[src/rtl/bist_ctrl.sv]
// BIST sequencer: Galois LFSR pattern source, MISR response compactor, golden compare.
// Optional feature macro: BIST_CTRL_ABORT_EN (adds ABORT input to cancel a run).

module bist_ctrl #(
    parameter int                W      = 8,
    parameter longint unsigned   N_PAT  = 255,
    parameter int                LAT    = 1,
    parameter logic [W-1:0]      SEED   = 'h01,
    parameter logic [W-1:0]      TAPS   = 'hB8,
    parameter logic [W-1:0]      GOLDEN = 'h00
) (
    input  logic         CK,
    input  logic         RST,
    input  logic         START,
`ifdef BIST_CTRL_ABORT_EN
    input  logic         ABORT,
`endif
    input  logic [W-1:0] RESP,
    output logic [W-1:0] PAT,
    output logic         BUSY,
    output logic         DONE,
    output logic         PASS,
    output logic [W-1:0] SIG
);

    // state | meaning
    // IDLE  | waiting for START, outputs quiet
    // APPLY | driving one LFSR pattern per cycle
    // DRAIN | waiting LAT cycles for the last responses
    // FIN   | signature final, DONE/PASS valid until next START
    typedef enum logic [1:0] {IDLE, APPLY, DRAIN, FIN} state_t;

    localparam int CW = $clog2(N_PAT + 1);
    localparam int LW = (LAT > 0) ? LAT : 1;
    localparam logic [CW-1:0] LAST_CNT = CW'(N_PAT - 1);

    state_t        state;
    logic [W-1:0]  lfsr;
    logic [W-1:0]  misr;
    logic [W-1:0]  lfsr_nxt;
    logic [W-1:0]  misr_nxt;
    logic [W-1:0]  misr_fin;
    logic [CW-1:0] cnt;
    logic [2:0]    dcnt;
    logic [LW-1:0] vld_q;
    logic          rsp_vld;
    logic          abort_hit;

`ifdef BIST_CTRL_ABORT_EN
    assign abort_hit = ABORT && BUSY;
`else
    assign abort_hit = 1'b0;
`endif

    // With LAT=0 the response belongs to the pattern currently in APPLY.
    assign rsp_vld = (LAT == 0) ? (state == APPLY) : vld_q[LW-1];

    always_comb begin
        lfsr_nxt = (lfsr >> 1) ^ (lfsr[0] ? TAPS : '0);
        misr_nxt = {misr[W-2:0], 1'b0} ^ (misr[W-1] ? TAPS : '0) ^ RESP;
        misr_fin = rsp_vld ? misr_nxt : misr;
    end

    assign SIG = misr;

    always_ff @(posedge CK or posedge RST) begin
        if (RST) begin
            state <= IDLE;
            lfsr  <= SEED;
            misr  <= '0;
            cnt   <= '0;
            dcnt  <= '0;
            vld_q <= '0;
            PAT   <= '0;
            BUSY  <= 1'b0;
            DONE  <= 1'b0;
            PASS  <= 1'b0;
        end else if (abort_hit) begin
            // misr is deliberately held so the partial signature stays readable
            state <= IDLE;
            vld_q <= '0;
            PAT   <= '0;
            BUSY  <= 1'b0;
        end else begin
            vld_q <= (vld_q << 1) | LW'(state == APPLY);
            if (rsp_vld)
                misr <= misr_nxt;
            case (state)
                IDLE, FIN: begin
                    if (START) begin
                        state <= APPLY;
                        lfsr  <= SEED;
                        misr  <= '0;
                        cnt   <= '0;
                        vld_q <= '0;
                        PAT   <= SEED;
                        BUSY  <= 1'b1;
                        DONE  <= 1'b0;
                        PASS  <= 1'b0;
                    end
                end
                APPLY: begin
                    lfsr <= lfsr_nxt;
                    cnt  <= cnt + CW'(1);
                    if (cnt == LAST_CNT) begin
                        PAT <= '0;
                        if (LAT == 0) begin
                            state <= FIN;
                            BUSY  <= 1'b0;
                            DONE  <= 1'b1;
                            PASS  <= (misr_fin == GOLDEN);
                        end else begin
                            state <= DRAIN;
                            dcnt  <= 3'(LAT - 1);
                        end
                    end else begin
                        PAT <= lfsr_nxt;
                    end
                end
                DRAIN: begin
                    if (dcnt == 3'd0) begin
                        state <= FIN;
                        BUSY  <= 1'b0;
                        DONE  <= 1'b1;
                        PASS  <= (misr_fin == GOLDEN);
                    end else begin
                        dcnt <= dcnt - 3'd1;
                    end
                end
                default: state <= IDLE;
            endcase
        end
    end

endmodule

[config.mk]
export PLATFORM = sky130hd
export DESIGN_NAME = bist_ctrl
export DESIGN_NICKNAME = d
export VERILOG_FILES = /design/src/rtl/bist_ctrl.sv
export SDC_FILE = /design/constraint.sdc
export NUM_CORES = 1
export LEC_CHECK = 0
export CAP_MARGIN = 15
export CELL_PAD_IN_SITES_DETAIL_PLACEMENT = 2
export CELL_PAD_IN_SITES_GLOBAL_PLACEMENT = 2
export CORE_UTILIZATION = 42
export DETAILED_ROUTE_END_ITERATION = 12
export DONT_BUFFER_PORTS = 1
export PLACE_DENSITY = 0.89
export SLEW_MARGIN = 5
export SYNTH_ARGS = -nofsm -noshare
export SYNTH_HDL_FRONTEND = slang
export SYNTH_SLANG_ARGS = --single-unit
[constraint.sdc]
create_clock -name CK -period 2.7 [get_ports CK]
set_input_delay 0.54 -clock CK [delete_from_list [all_inputs] [get_ports CK]]
set_output_delay 0.54 -clock CK [all_outputs]
set_load 0.005 [all_outputs]
# Yosys cells after proc, flatten, opt, wreduce, memory -nomap -nowiden

Index checks and enable logic that the tools add are counted.
W data, S select, Z words.

Bits in registers: 41
Bits of input ports: 11
Output and inout port bits: 19
Word-level logic and storage cells: 62

Add/subtract/negate cells: 2
Equality and inequality tests: 8
Mux-type cells: 28
Bitwise gates (word level): 3
Reductions and logical operators: 11

Operators by type and width:

| kind                  | count |
|---|---|
| $mux W8               | 8 |
| $pmux W8 S2           | 3 |
| $xor A8 B8 Y8         | 2 |
| $reduce_and A3 Y1     | 3 |
| $add A8 B1 Y8 const B | 1 |
| $eq A8 B8 Y1 const B  | 1 |
| $logic_not A8 Y1      | 1 |
| $xor A7 B8 Y8         | 1 |
| $mux W1               | 7 |
| $mux W2               | 3 |
| $mux W3               | 2 |
| $ne A2 B2 Y1 const B  | 3 |
| $pmux W1 S2           | 3 |
| $pmux W2 S3           | 1 |
| $pmux W3 S2           | 1 |
| $reduce_bool A2 Y1    | 3 |
| $eq A2 B2 Y1 const B  | 2 |
| $logic_not A3 Y1      | 1 |
| $sub A3 B1 Y3 const B | 1 |
| $eq A2 B1 Y1 const B  | 1 |
| $logic_not A2 Y1      | 1 |
| $ne A2 B1 Y1 const B  | 1 |
| $reduce_and A2 Y1     | 1 |
| $reduce_or A2 Y1      | 1 |

# Depth between registers and ports, before layout

Word-level depth: 7
Mapped depth: 8
Mapped depth without buffers: 6

# Worst setup path after synthesis

OpenSTA, ideal clock, no wires.

Path kind: register to register
Start: reg state[0]
End: reg cnt[0]
Setup time: 0.083 ns
Arrival time: 1.564 ns
Data required time: 2.617 ns
Path slack: 1.053 ns
Stages on the path, launching flop included: 8
Path buffers: 2
Period minus slack after synthesis: 1.647 ns
Cell sequence: dfrtp_1 -> inv_1 -> ha_1 -> buf_2 -> mux2i_2 -> buf_2 -> nand2_1 -> o21ai_0

Longest elaborated chain between the ends: 4
Elaborated cells on any way between the ends: 8
Those cells by class: 3 x eq/ne; 1 x mux; 4 x reduce/logical

Ends and longest elaborated chain:

| element                                                                    | line | text |
|---|---|---|
| start: declaration                                                         | 37   | `state_t state;` |
| start signal: assignment                                                   | 68   | `state <= IDLE;` |
| start signal: assignment                                                   | 80   | `state <= IDLE;` |
| start signal: assignment                                                   | 91   | `state <= APPLY;` |
| $eq A2 B2 Y1 / $logic_not A2 Y1 (equally long branches)                    | 88   | `case (state)` |
| $reduce_or A2 Y1                                                           | 88   |  |
| $ne A2 B2 Y1 (no source line) / $reduce_bool A2 Y1 (equally long branches) | n/a  |  |
| $reduce_and A2 Y1 (no source line)                                         | n/a  |  |
| end signal: assignment                                                     | 104  | `cnt <= cnt + CW'(1);` |
| end: declaration                                                           | 43   | `logic [CW-1:0] cnt;` |

Several ways; a longest one is shown, not always the timed one.
A chain may end at the register's enable or synchronous reset.

# Final worst setup path

Start: reg state[0]
End: reg cnt[7]

Same word-level chain as after synthesis.

==> reports/results.tsv <==
metric	value	unit
Cell Area, Placed	2130	um2
Yosys top cell area share	48.3	%
Reg2Reg Setup Slack	0.67	ns
remaining antenna violation count	0	
synth unique cells	38	
Flop pwr share	43.1	%
worst slew pin tran	0.560	ns
#FFs+latches synth	41	
Fin Hold WS	0.267	ns
Slew headroom	61.9	%
Tcrit/Tclk final	75.1	%
setup bufs post-CTS	0	
Crit path buffers/inverters	1	
TritonRoute pass-1 iters	4	
status	finished clean	
worst r2r path cells	6	
Worst path max stage delay	0.56	ns
dominant cells by area after synthesis	dfrtp_1, nand2_1, ha_1	
grt ovf	0	
unrepaired setup endpoints after global routing	false	
GRT Total Usage	22.3	%
Pleak	1.02	nW
design area	2220	um2
worst-path cell chain	inv_1, ha_1, mux2i_2, nor3_1, xnor2_1, nor2_1	
Seq/Total Area, Yosys	49.5	%
final wirelength	5280	um
Critical R2R Launch	state[0]$_DFFE_PP0P_	
# H-tree levels	2	
sw frac	42.8	%
die height	72.3	um
max-slew violation count	0	
CTS tree	done	
Core ar.	4720	um2
Nets	225	
clk sink count	41	
via count	1514	
switching power	1.05	mW
Post-Syn Area	2070	um2
clk_skew	0.0102	ns
Cell Int Power	1.40	mW
number of diodes	0	
critical path class	reg2reg	
initial antenna violation count	0	
Critical Path RT	2.86	ns
critical path capture point type	register	
most common cell in the netlist	dfrtp_1	
cell family contributing the most delay on the critical path	multiplexers	
dpl hpwl	3920	um
clk buf depth	2	
CTS Root Cell	clkbuf_8	
fmax	0.493	GHz
cell total after placement	267	
FFs w/ async S/R, synth	100	%
worst skew pair latency	0.30	ns
# rows	25	
TritonCTS Buffers	5	
share of cells above drive strength 1	7.69	%
max cap viols	0	
Avg WL per Cell	19.2	um
Area growth, synth to finish	6.94	%
crit path max fanout	10	
DIE WIDTH	72.3	um
Initial DRC Count	32	
routed vias/inst	5.51	
Post-synth EDFFs	0	
CP arrival	2.19	ns
largest net degree at the start of global routing	42	
synthesized area per cell	10.1	um2
VDD IR max	402	uV
min-delay worst type	in2async	
Clock power frac	16.2	%
full die area	5220	um2
first-pass GRT wire length	8690	um
drc violations	0	
combinational power share	40.8	%
fin crit period	2.03	ns
Pwr Density	1110	nW/um2
CTS resizes	0	
Final setup viols	0	
Hold Fails Final Rpt	0	
FILL cells	486	
I/O Buffers	0	
CP startpoint kind	register	
Cells after Synth	206	
top post-synthesis cells by count	dfrtp_1, nand2_1, nor2_1	
leading register cell type out of synthesis	dfrtp_1	
Syn Nets	224	
vias in the first global route	1746	
clk slew on worst S/H paths	0.09	ns
top cell type by total area after synthesis	dfrtp_1	
post-cts hold buffer count	0	
gp weighted congestion	0.803	
Warnings, synthesis	0	
Critical R2R Capture	cnt[7]$_DFFE_PP0P_	
Ports	30	
CP max stage cell	mux2i_2	
Initial Util	43.9	%
setup TNS	0	ns
final std cells w/o fill	275	
-- worst register-to-register path: cells and delay by family (launching register included) --
kind,cells,cell delay [ns]
buffers and inverters,1,0.09
adder cells (fa/ha/maj),1,0.44
XOR/XNOR,1,0.19
AND/OR/NAND/NOR,2,0.22
multiplexers,1,0.56
flip-flops,1,0.39
-- metrics by stage --
step	power, mW	util (%)	setup slack, ns
after floorplan	1.79	-	1.05
after global placement	1.95	45.1	0.921
after detailed placement	2.07	45.1	0.666
after CTS	2.49	46.9	0.635
after global routing	2.65	46.9	0.502
final	2.46	46.9	0.671
-- cell usage in the layout, fill, tap and decap left out, drive strengths merged, types with 2 or more instances in the layout --
cell,count
a22o,7
mux2i,8
xor3,2
nand4,3
buf,2
nand2,28
and3,2
o21ai,13
inv,9
xor2,10
nand3,6
a21oi,6
dfrtp,40
clkbuf,5
and2,3
nand2b,2
nor2,22
clkinv,2
a221o,3
ha,7
xnor2,5
a31oi,2
o22ai,2
nor3,7
-- flip-flops by register name (all words and copies together) (netlist names), 2 cells and up --
| signal | count |
|---|---|
| PAT | 8 |
| SIG | 8 |
| cnt | 8 |
| lfsr | 8 |
| dcnt | 3 |
| state | 2 |
-- layer usage --
metal	vias to the layer above	global-route usage (%)	wire, um
met3	10	5.00	139
met5	-	0	0
met4	0	6.54	105
li1	705	-	-
met1	777	25.0	2120
met2	22	42.0	2920
-- cells by family (layout without fill, tap and decap cells) --
kind of cell               after synthesis  in the layout  share of synthesized area, %
adders and majority gates                7              7                          4.22
buffers and inverters                   17             19                          3.62
AOI/OAI and AO/OA                       35             35                          11.3
muxes                                    9              9                          4.59
xor gates and xnor gates                17             17                          8.63
and+or+nand+nor                         80             80                          18.0
DFF                                     41             41                          49.5
-- cell type report --
type | count | area [um2] | share of cell area (%)
inverter | 9 | 33.8 | 1.52
tap | 67 | 83.8 | 3.78
sequential | 41 | 1030 | 46.3
clock inverter | 3 | 17.5 | 0.790
timing repair buffer | 2 | 15.0 | 0.677
clock buffer | 5 | 68.8 | 3.10
multi-input combinational | 148 | 971 | 43.8
-- power groups by stage --
stage / Clock, mW / Sequential, mW / Combinational (mW)
global placement: 0 / 1.05 / 0.897
floorplan: 0 / 0.966 / 0.822
global route: 0.433 / 1.09 / 1.13
CTS: 0.410 / 1.06 / 1.01
detailed placement: 0 / 1.07 / 0.999
finish: 0.397 / 1.06 / 1.00
-- worst max path at each step --
stage / from / slack [ns] / cells after the start / end
2_1_floorplan: state[0]$_DFFE_PP0P_ / 1.05 / 7 / cnt[0]$_DFFE_PP0P_
3_3_place_gp: state[0]$_DFFE_PP0P_ / 0.92 / 6 / cnt[5]$_DFFE_PP0P_
3_5_place_dp: state[0]$_DFFE_PP0P_ / 0.67 / 6 / cnt[7]$_DFFE_PP0P_
4_1_cts: state[0]$_DFFE_PP0P_ / 0.63 / 6 / cnt[7]$_DFFE_PP0P_
5_1_grt: state[0]$_DFFE_PP0P_ / 0.50 / 6 / cnt[7]$_DFFE_PP0P_
6_report: state[0]$_DFFE_PP0P_ / 0.67 / 6 / cnt[7]$_DFFE_PP0P_
Power figures use the tool's default switching activity.
